[config.mk]
export PLATFORM = sky130hd
export DESIGN_NAME = chunked_first_one_finder
export DESIGN_NICKNAME = d
export VERILOG_FILES = /design/src/rtl/chunked_first_one_finder.sv
export SDC_FILE = /design/constraint.sdc
export NUM_CORES = 1
export LEC_CHECK = 0
export BUFFER_PORTS_ARGS = -buffer_cell sky130_fd_sc_hd__buf_2
export CORE_MARGIN = 2
export CORE_UTILIZATION = 48
export CTS_CLUSTER_DIAMETER = 200
export DETAILED_ROUTE_END_ITERATION = 16
export GPL_TIMING_DRIVEN = 0
export PLACE_DENSITY = 0.82
export SLEW_MARGIN = 20
export SYNTH_ARGS = -nofsm -noshare
export SYNTH_HDL_FRONTEND = slang
export SYNTH_SLANG_ARGS = --single-unit
[constraint.sdc]
create_clock -name clk -period 2.75 [get_ports clk]
set_input_delay 0.275 -clock clk [delete_from_list [all_inputs] [get_ports clk]]
set_output_delay 0.275 -clock clk [all_outputs]
set_load 0.02 [all_outputs]
[src/rtl/chunked_first_one_finder.sv]
// chunked_first_one_finder
//
// Multi-cycle first-one finder for the FPU front end. An accepted operand is
// scanned CHUNK bits per cycle, starting from the top chunk when looking for
// the highest set bit (mode 0, normalisation) or from the bottom chunk when
// looking for the lowest set bit (mode 1, sticky / trailing-zero use). The
// scan stops at the first chunk that contains a set bit.
//
// Ports:
//   clk        rising-edge clock
//   rst        synchronous active-high reset, aborts any operation in flight
//   in_valid   operand offered by the source
//   in_ready   high only while idle; operand and mode are taken when both high
//   number     SIZE-bit operand
//   mode       0 = highest set bit, 1 = lowest set bit
//   out_valid  result available, held until out_ready
//   out_ready  consumer takes the result
//   max_power  one-hot mask of the found bit, all zero for a zero operand
//   index      binary position of the found bit, 0 for a zero operand
//   zero       operand had no set bit

module chunked_first_one_finder #(
  parameter  int SIZE   = 31,
  parameter  int CHUNK  = 4,
  localparam int IDX_W  = $clog2(SIZE),
  localparam int NCHUNK = (SIZE + CHUNK - 1) / CHUNK
) (
  input  logic             clk,
  input  logic             rst,
  input  logic             in_valid,
  output logic             in_ready,
  input  logic [SIZE-1:0]  number,
  input  logic             mode,
  output logic             out_valid,
  input  logic             out_ready,
  output logic [SIZE-1:0]  max_power,
  output logic [IDX_W-1:0] index,
  output logic             zero
);

  localparam int PTR_W = (NCHUNK > 1) ? $clog2(NCHUNK) : 1;

  typedef enum logic [1:0] {
    IDLE = 2'd0,
    SCAN = 2'd1,
    DONE = 2'd2
  } state_t;

  state_t           state_q, state_d;
  logic [SIZE-1:0]  operand_q, operand_d;
  logic             mode_q, mode_d;
  logic [PTR_W-1:0] ptr_q, ptr_d;
  logic [SIZE-1:0]  max_power_q, max_power_d;
  logic [IDX_W-1:0] index_q, index_d;
  logic             zero_q, zero_d;

  logic [CHUNK-1:0] chunk_bits;
  logic             chunk_hit;
  logic             last_chunk;
  int               hit_pos;
  logic [IDX_W-1:0] hit_index;

  // Gather the chunk currently pointed at. Bit positions at or above SIZE do
  // not exist in the operand, so the top chunk is zero-padded and those
  // positions can never be reported.
  always_comb begin
    chunk_bits = '0;
    for (int c = 0; c < NCHUNK; c++) begin
      for (int j = 0; j < CHUNK; j++) begin
        if ((c * CHUNK + j) < SIZE && ptr_q == PTR_W'(c)) begin
          chunk_bits[j] = operand_q[c * CHUNK + j];
        end
      end
    end
  end

  // Priority pick inside the chunk: the last matching bit in the loop wins,
  // so ascending order yields the highest set bit and descending the lowest.
  always_comb begin
    hit_pos = 0;
    if (!mode_q) begin
      for (int j = 0; j < CHUNK; j++) begin
        if (chunk_bits[j]) hit_pos = j;
      end
    end else begin
      for (int j = CHUNK - 1; j >= 0; j--) begin
        if (chunk_bits[j]) hit_pos = j;
      end
    end
  end

  assign chunk_hit  = |chunk_bits;
  assign hit_index  = IDX_W'(int'(ptr_q) * CHUNK + hit_pos);
  // The last chunk to examine depends on scan direction.
  assign last_chunk = mode_q ? (ptr_q == PTR_W'(NCHUNK - 1)) : (ptr_q == '0);

  // Next-state logic. Results are only written when the scan finishes, so
  // they stay frozen through DONE regardless of how long the consumer stalls.
  always_comb begin
    state_d     = state_q;
    operand_d   = operand_q;
    mode_d      = mode_q;
    ptr_d       = ptr_q;
    max_power_d = max_power_q;
    index_d     = index_q;
    zero_d      = zero_q;
    case (state_q)
      IDLE: begin
        if (in_valid) begin
          operand_d = number;
          mode_d    = mode;
          ptr_d     = mode ? '0 : PTR_W'(NCHUNK - 1);
          state_d   = SCAN;
        end
      end
      SCAN: begin
        if (chunk_hit) begin
          index_d     = hit_index;
          max_power_d = {{(SIZE-1){1'b0}}, 1'b1} << hit_index;
          zero_d      = 1'b0;
          state_d     = DONE;
        end else if (last_chunk) begin
          index_d     = '0;
          max_power_d = '0;
          zero_d      = 1'b1;
          state_d     = DONE;
        end else begin
          ptr_d = mode_q ? (ptr_q + PTR_W'(1)) : (ptr_q - PTR_W'(1));
        end
      end
      DONE: begin
        if (out_ready) state_d = IDLE;
      end
      default: state_d = IDLE;
    endcase
  end

  // State and result registers; reset wins over every other input.
  always_ff @(posedge clk) begin
    if (rst) begin
      state_q     <= IDLE;
      operand_q   <= '0;
      mode_q      <= 1'b0;
      ptr_q       <= '0;
      max_power_q <= '0;
      index_q     <= '0;
      zero_q      <= 1'b0;
    end else begin
      state_q     <= state_d;
      operand_q   <= operand_d;
      mode_q      <= mode_d;
      ptr_q       <= ptr_d;
      max_power_q <= max_power_d;
      index_q     <= index_d;
      zero_q      <= zero_d;
    end
  end

  assign in_ready  = (state_q == IDLE);
  assign out_valid = (state_q == DONE);
  assign max_power = max_power_q;
  assign index     = index_q;
  assign zero      = zero_q;

endmodule

==> results.md, run 1 <==
* Outcome: finished clean
* Clk pwr share at 29.6%
* Total GRT Usage at 23.9%
* Top FF cell, synth: dfxtp_1
* Hold_ws at 0.150 ns
* Area of the multi-input gates at 1760 sq um
* Compound-Gate Fraction of Synth Area at 28.4%
* Syn nets at 432
* CP max stage cell: or3_4
* Syn Area/Cell at 8.58 sq um
* Post-DP Area at 3810 sq um
* Net Sw Power at 0.00104 W
* Vias/cell at 5.76
* Switching Fraction at 34.8%
* Fmax at 372 MHz
* CP delay by family, top: simple AND/OR/NAND/NOR gates
* Share of the yosys chip area belonging to registers at 44.4%
* Worst Path Required at 3.01 ns
* Main combinational cell family by area after synthesis: compound AO/OA/AOI/OAI gates
* Layout Cells excl Fill at 569
* Crit path max fanout at 10
* Count of buffer and inverter cells on the critical path at 3
* Hold Crit Class: in -> reg
* I/O Buffers at 74
* Setup Skew at 0.0146 ns
* Antenna diode count at 0
* P&R area growth vs syn at 27.4%
* WHS Endpoint: operand_q[25]
* Height of the chip at 87.4 um
* Post-synthesis adder-cell area fraction at 2.62%
* Routed Wire Length at 9.08 mm
* DRC viols at 0
* Yosys cell types at 58
* Reg2reg start: ptr_q[0]
* Xor and xnor area share after synthesis at 0.525%
* Worst path max stage delay at 0.39 ns
* GRT overflow at 0
* RePlAce Congestion at 0.868
* Routed len/inst at 16.0 um
* Sequential share of power at 39.6%
* Cts bufs inserted at 9
* CP Capture Type: flip-flop
* Largest net degree at the start of global routing at 15
* HPWL after detailed placement at 6.28 mm
* Antenna violations before repair at 0
* Fin. Hold Viols at 0
* Synthesized cell area at 3340 sq um
* Post-synth top area share at 44.4%
* Yosys reg bits at 74
* I/O pin count at 75
* CTS tree: built
* Area leader, netlist: dfxtp_1
* Max-cap violation count at 0
* CORE AREA at 6760 sq um
* Post-CTS Hold Buffers at 0
* Worst hold stages at 3
* Maximum vdd drop at 357 uV
* Internal power at 0.00195 W
* Syn. warnings at 0
* TritonCTS sink count at 74
* Design area at 4250 sq um
* Top cells by area, synth: dfxtp_1 44%, nand2_1 9.6%, a21oi_1 5.5%
* Drt pass-1 iters at 5
* CP startpoint kind: flip-flop
* Clk_lat worst skew at 0.36 ns
* Layout net count at 527
* Die area at 7640 sq um
* Die Span X at 87.4 um
* DR iter-0 viols at 296
* Critical Path AT at 2.95 ns
* Post-Place Cells at 543
* Vias in the first global route at 3,042
* Worst Setup Path Type: reg -> reg
* Share of layout cells above drive strength 1 at 28.8%
* Final Util at 62.9%
* Power Dens Cells at 705 nW/um^2
* Max Slew Vio Count at 0
* Num rows at 30
* Least-Margin Pin Slew at 0.642 ns
* Tmin final at 2.69 ns
* Setup violators final at 0
* Starting Density at 49.4%
* Synth Area in Simple Gates at 17.3%
* Tcrit/Tclk final at 97.7%
* R2R depth at 10
* Post-synth EDFFs at 0
* H-tree Lvls at 3
* R2R Path End: ptr_q[0]
* Hold path start: number[25]
* Combinational share of power at 30.8%
* First-pass GRT wire length at 14.3 mm
* Crit-path cells: inv_2 -> ha_2 -> buf_4 -> and3b_2 -> a2111oi_4 -> o31ai_4 -> buf_4 -> or3_4 -> or3_4 -> a221oi_2
* Static Leak at 1.74 nW
* Clk pin slew, worst setup/hold paths at 0.08 ns
* Root Driver: clkbuf_8
* Post-Syn Instances at 389
* R2R setup slack at 0.06 ns
* Seq. cell area at 1490 sq um
* Vias at 3,275
* Post-synthesis async set-or-reset flop share at 0%
* Post-synthesis mux area share at 0.600%
* Slew headroom at 57.2%
* Layout fillers at 584
* Max Root-Sink Buffers at 2
* ANT nets after route at 0
-- worst max-delay path by stage --
stage	startpoint	end	slack, ns	depth (start not counted)
2_1_floorplan	ptr_q[2]	max_power[28]	0.1	11
3_3_place_gp	ptr_q[2]	max_power[26]	-0.48	10
3_5_place_dp	ptr_q[2]	max_power[3]	-0.51	10
4_1_cts	ptr_q[0]	max_power[20]	0.007	10
5_1_grt	ptr_q[2]	ptr_q[0]	-0.02	10
6_report	ptr_q[0]	ptr_q[0]	0.06	10
-- through the flow --
step                setup TNS, ns  power [W]  worst slack (ns)
CTS                             0    0.00289           0.00748
global placement           -13.02    0.00194            -0.477
finish                          0    0.00300            0.0624
floorplan                       0    0.00176            0.0968
global route              -0.0248    0.00314           -0.0240
detailed placement         -12.97    0.00196            -0.508
-- worst min-delay path, cell delays in order --
cell and delay (ns):
buf_2 0.09, nand2_1 0.04, a21oi_1 0.05
-- cells in the mapped netlist (all sizes together), types with 2 or more instances --
cell	instances
nor3b	2
o21a	2
xor2	2
nor2	24
ha	7
mux2i	2
a32o	17
a32oi	3
dfxtp	74
nand4	2
nand2	85
a2111oi	3
a21o	5
a21boi	2
and2	2
o31ai	3
buf	8
or3	2
a21oi	37
and3b	5
a211oi	6
nand3	2
o21ai	7
a31oi	3
nand2b	5
o221a	2
o32ai	19
nor2b	2
clkbuf	19
o221ai	2
inv	22
o22a	2
-- repair_timing --
action | in CTS | in global routing
endpoints found under the setup margin | 41 | 37
pin swaps | 4 | 4
buffers inserted | 4 | 7
gates resized for setup | 18 | 23
-- layout make-up --
type,instances,share of cell area [%]
Tap cell,80,2.36
Clock inverter,6,1.71
Clock buffer,10,3.24
Buffer,26,3.39
Inverter,22,2.03
Sequential cell,74,35.1
Multi-Input combinational cell,266,41.5
Timing Repair Buffer,85,10.7
-- power by group through the flow --
stage	sequential, W	combinational [W]	clock (W)
2_1_floorplan	0.00121	0.000545	0
3_3_place_gp	0.00121	0.000739	0
3_5_place_dp	0.00121	0.000747	0
4_1_cts	0.00119	0.000813	0.000887
5_1_grt	0.00119	0.00101	0.000938
6_report	0.00119	0.000924	0.000885
-- sequential cells by signal, summed over array words and instances (netlist names) --
name	count
max_power	31
operand_q	31
index	5
ptr_q	3
state_q	2
mode_q	1
zero	1
-- layout by cell type (no fill, tap or decap), drive strengths merged, types with 17 or more instances in the layout --
master and instances:
o32ai 19, nor2 24, inv 23, clkbuf 30, nand2 85, buf 91
a32o 17, a21oi 37, dfxtp 74
-- metal layers --
layer,share of wire (%),GRT usage (%),up-vias
li1,-,-,1585
met1,43,32.2,1527
met2,47,37.1,140
met3,7.0,4.36,23
met4,2.8,11.5,0
met5,0,0,-
-- cells by family (layout without fill, tap and decap cells) --
family | after synthesis | after routing
simple gates | 133 | 133
compound gates | 122 | 122
flops | 74 | 74
buf+inv | 49 | 149
fa+ha+maj | 7 | 7
xor+xnor | 2 | 2
mux | 2 | 2
No activity file was read; power rests on OpenSTA's default activity.
==> inputs of run 2 (changes only) <==
--- a/config.mk
+++ b/config.mk
@@ -6,7 +6,6 @@
 export NUM_CORES = 1
 export LEC_CHECK = 0
 export BUFFER_PORTS_ARGS = -buffer_cell sky130_fd_sc_hd__buf_2
-export CORE_MARGIN = 2
 export CORE_UTILIZATION = 48
 export CTS_CLUSTER_DIAMETER = 200
 export DETAILED_ROUTE_END_ITERATION = 16
==> results.md, run 2 (synthesis results as in run 1) <==
* DR iter-0 viols at 331
* Antenna violations before repair at 0
* Layout Cells excl Fill at 566
* CTS tree: built
* Setup violators final at 0
* R2R Path End: ptr_q[0]
* Worst Path Required at 3.01 ns
* Vias/cell at 5.80
* Setup Skew at 0.0119 ns
* Worst Setup Path Type: reg -> reg
* I/O Buffers at 74
* Internal power at 0.00199 W
* Power Total at 0.00301 W
* HPWL after detailed placement at 6.15 mm
* Layout net count at 524
* Routed Wire Length at 8.85 mm
* Least-Margin Pin Slew at 0.625 ns
* Maximum vdd drop at 535 uV
* Clk pin slew, worst setup/hold paths at 0.08 ns
* Worst Setup SP: ptr_q[2]
* DRC viols at 0
* H-tree Lvls at 3
* CP Capture Type: flip-flop
* Routed len/inst at 15.6 um
* Sequential share of power at 39.6%
* Num rows at 30
* Layout fillers at 602
* Most common cell after layout, fill and taps aside: nand2_1
* Max-cap violation count at 0
* Design area at 4170 sq um
* CP startpoint kind: flip-flop
* R2R setup slack at 0.06 ns
* R2R depth at 10
* Fmax at 372 MHz
* Clk_lat worst skew at 0.36 ns
* Max Root-Sink Buffers at 2
* Post-Place Cells at 543
* GRT overflow at 0
* Tmin final at 2.69 ns
* Most frequent cells in the layout: 85 x nand2_1, 78 x buf_2, 71 x dfxtp_1
* CORE AREA at 6760 sq um
* Vias in the first global route at 3,026
* Post-CTS Hold Buffers at 0
* CP max stage cell: or3_1
* I/O pin count at 75
* Die area at 7290 sq um
* Antenna diode count at 0
* Share of layout cells above drive strength 1 at 26.7%
* Tcrit/Tclk final at 97.8%
* Die Span X at 85.4 um
* Reg2reg start: ptr_q[2]
* Outcome: finished clean
* Final Util at 61.7%
* P&R area growth vs syn at 24.9%
* Worst path max stage delay at 0.43 ns
* Setup TNS at 0 ns
* Hold Crit Class: in -> reg
* Clk pwr share at 30.8%
* First-pass GRT wire length at 14.4 mm
* ANT nets after route at 0
* Slew headroom at 58.4%
* Root Driver: clkbuf_8
* Static Leak at 1.71 nW
* Height of the chip at 85.4 um
* TritonCTS sink count at 74
* Net Sw Power at 0.00102 W
* Power Dens Cells at 722 nW/um^2
* Crit path max fanout at 10
* Switching Fraction at 33.9%
* Critical Path AT at 2.95 ns
* Post-DP Area at 3810 sq um
* Largest net degree at the start of global routing at 14
* Max Slew Vio Count at 0
* Total GRT Usage at 25.1%
* Starting Density at 49.4%
* Fin. Hold Viols at 0
* RePlAce Congestion at 0.875
* Crit path capture: ptr_q[0]
* Cts bufs inserted at 9
* Crit-path cells: buf_6 -> clkinvlp_4 -> ha_2 -> a211o_1 -> a31oi_2 -> o221ai_2 -> and2_0 -> clkbuf_1 -> or3_1 -> a221oi_2
* Combinational share of power at 29.7%
* Vias at 3,280
* Drt pass-1 iters at 6
[run 2: cell count changes in the layout (fill, tap and decap cells not counted), sizes merged]
cell / change
clkinvlp: +2
clkinv: -1
bufinv: +1
buf: -1
clkbuf: -2
inv: -2
[run 2: worst min-delay path by stage]
stage	from	endpoint	slack (ns)	cells after the start
2_1_floorplan	number[0]	operand_q[0]	0.41	2
3_3_place_gp	operand_q[10]	operand_q[10]	0.44	2
3_5_place_dp	operand_q[0]	operand_q[0]	0.45	2
4_1_cts	number[29]	operand_q[29]	0.15	3
5_1_grt	number[4]	operand_q[4]	0.15	3
6_report	number[28]	operand_q[28]	0.15	3
[run 2: layer usage]
| layer | track usage (%) | part of all wire [%] |
|---|---|---|
| met4 | 8.79 | 1.4 |
| met2 | 39.2 | 46 |
| met3 | 4.86 | 7.1 |
| met1 | 34.7 | 45 |
| met5 | 0 | 0 |
[run 2: layout make-up]
class	count	area [sq um]	area share, %
Multi-Input combinational cell	266	1720	41.2
Inverter	22	86.3	2.07
Tap cell	80	100	2.40
Sequential cell	74	1490	35.8
Timing Repair Buffer	82	430	10.3
Clock buffer	10	128	3.06
Buffer	26	125	3.00
Clock inverter	6	91.3	2.19
[run 2: critical path: cells and delay by family, from the launching register on]
family | cells | cell delay (ns)
buffers and inverters | 3 | 0.47
adder cells (fa/ha/maj) | 1 | 0.26
AO/OA/AOI/OAI | 4 | 0.87
flip-flops | 1 | 0.39
AND/OR/NAND/NOR | 2 | 0.61
[run 2: power by group through the flow]
stage | combinational, W | clock [W] | sequential, W
3_5_place_dp | 0.000750 | 0 | 0.00121
6_report | 0.000893 | 0.000925 | 0.00119
5_1_grt | 0.000969 | 0.000984 | 0.00120
3_3_place_gp | 0.000729 | 0 | 0.00121
4_1_cts | 0.000818 | 0.000931 | 0.00119
2_1_floorplan | 0.000545 | 0 | 0.00121
[run 2: per-stage QoR]
step	worst slack [ns]	hold slack (ns)
floorplan	0.0968	0.411
global placement	-0.410	0.442
detailed placement	-0.497	0.447
CTS	0.00947	0.152
global route	-0.0543	0.150
finish	0.0601	0.152
[run 2: timing repair]
| action | in CTS | in global routing |
|---|---|---|
| buffers inserted | 4 | 4 |
| resized for setup | 13 | 12 |
| pin swaps | 3 | 5 |
| setup endpoints to repair | 41 | 35 |
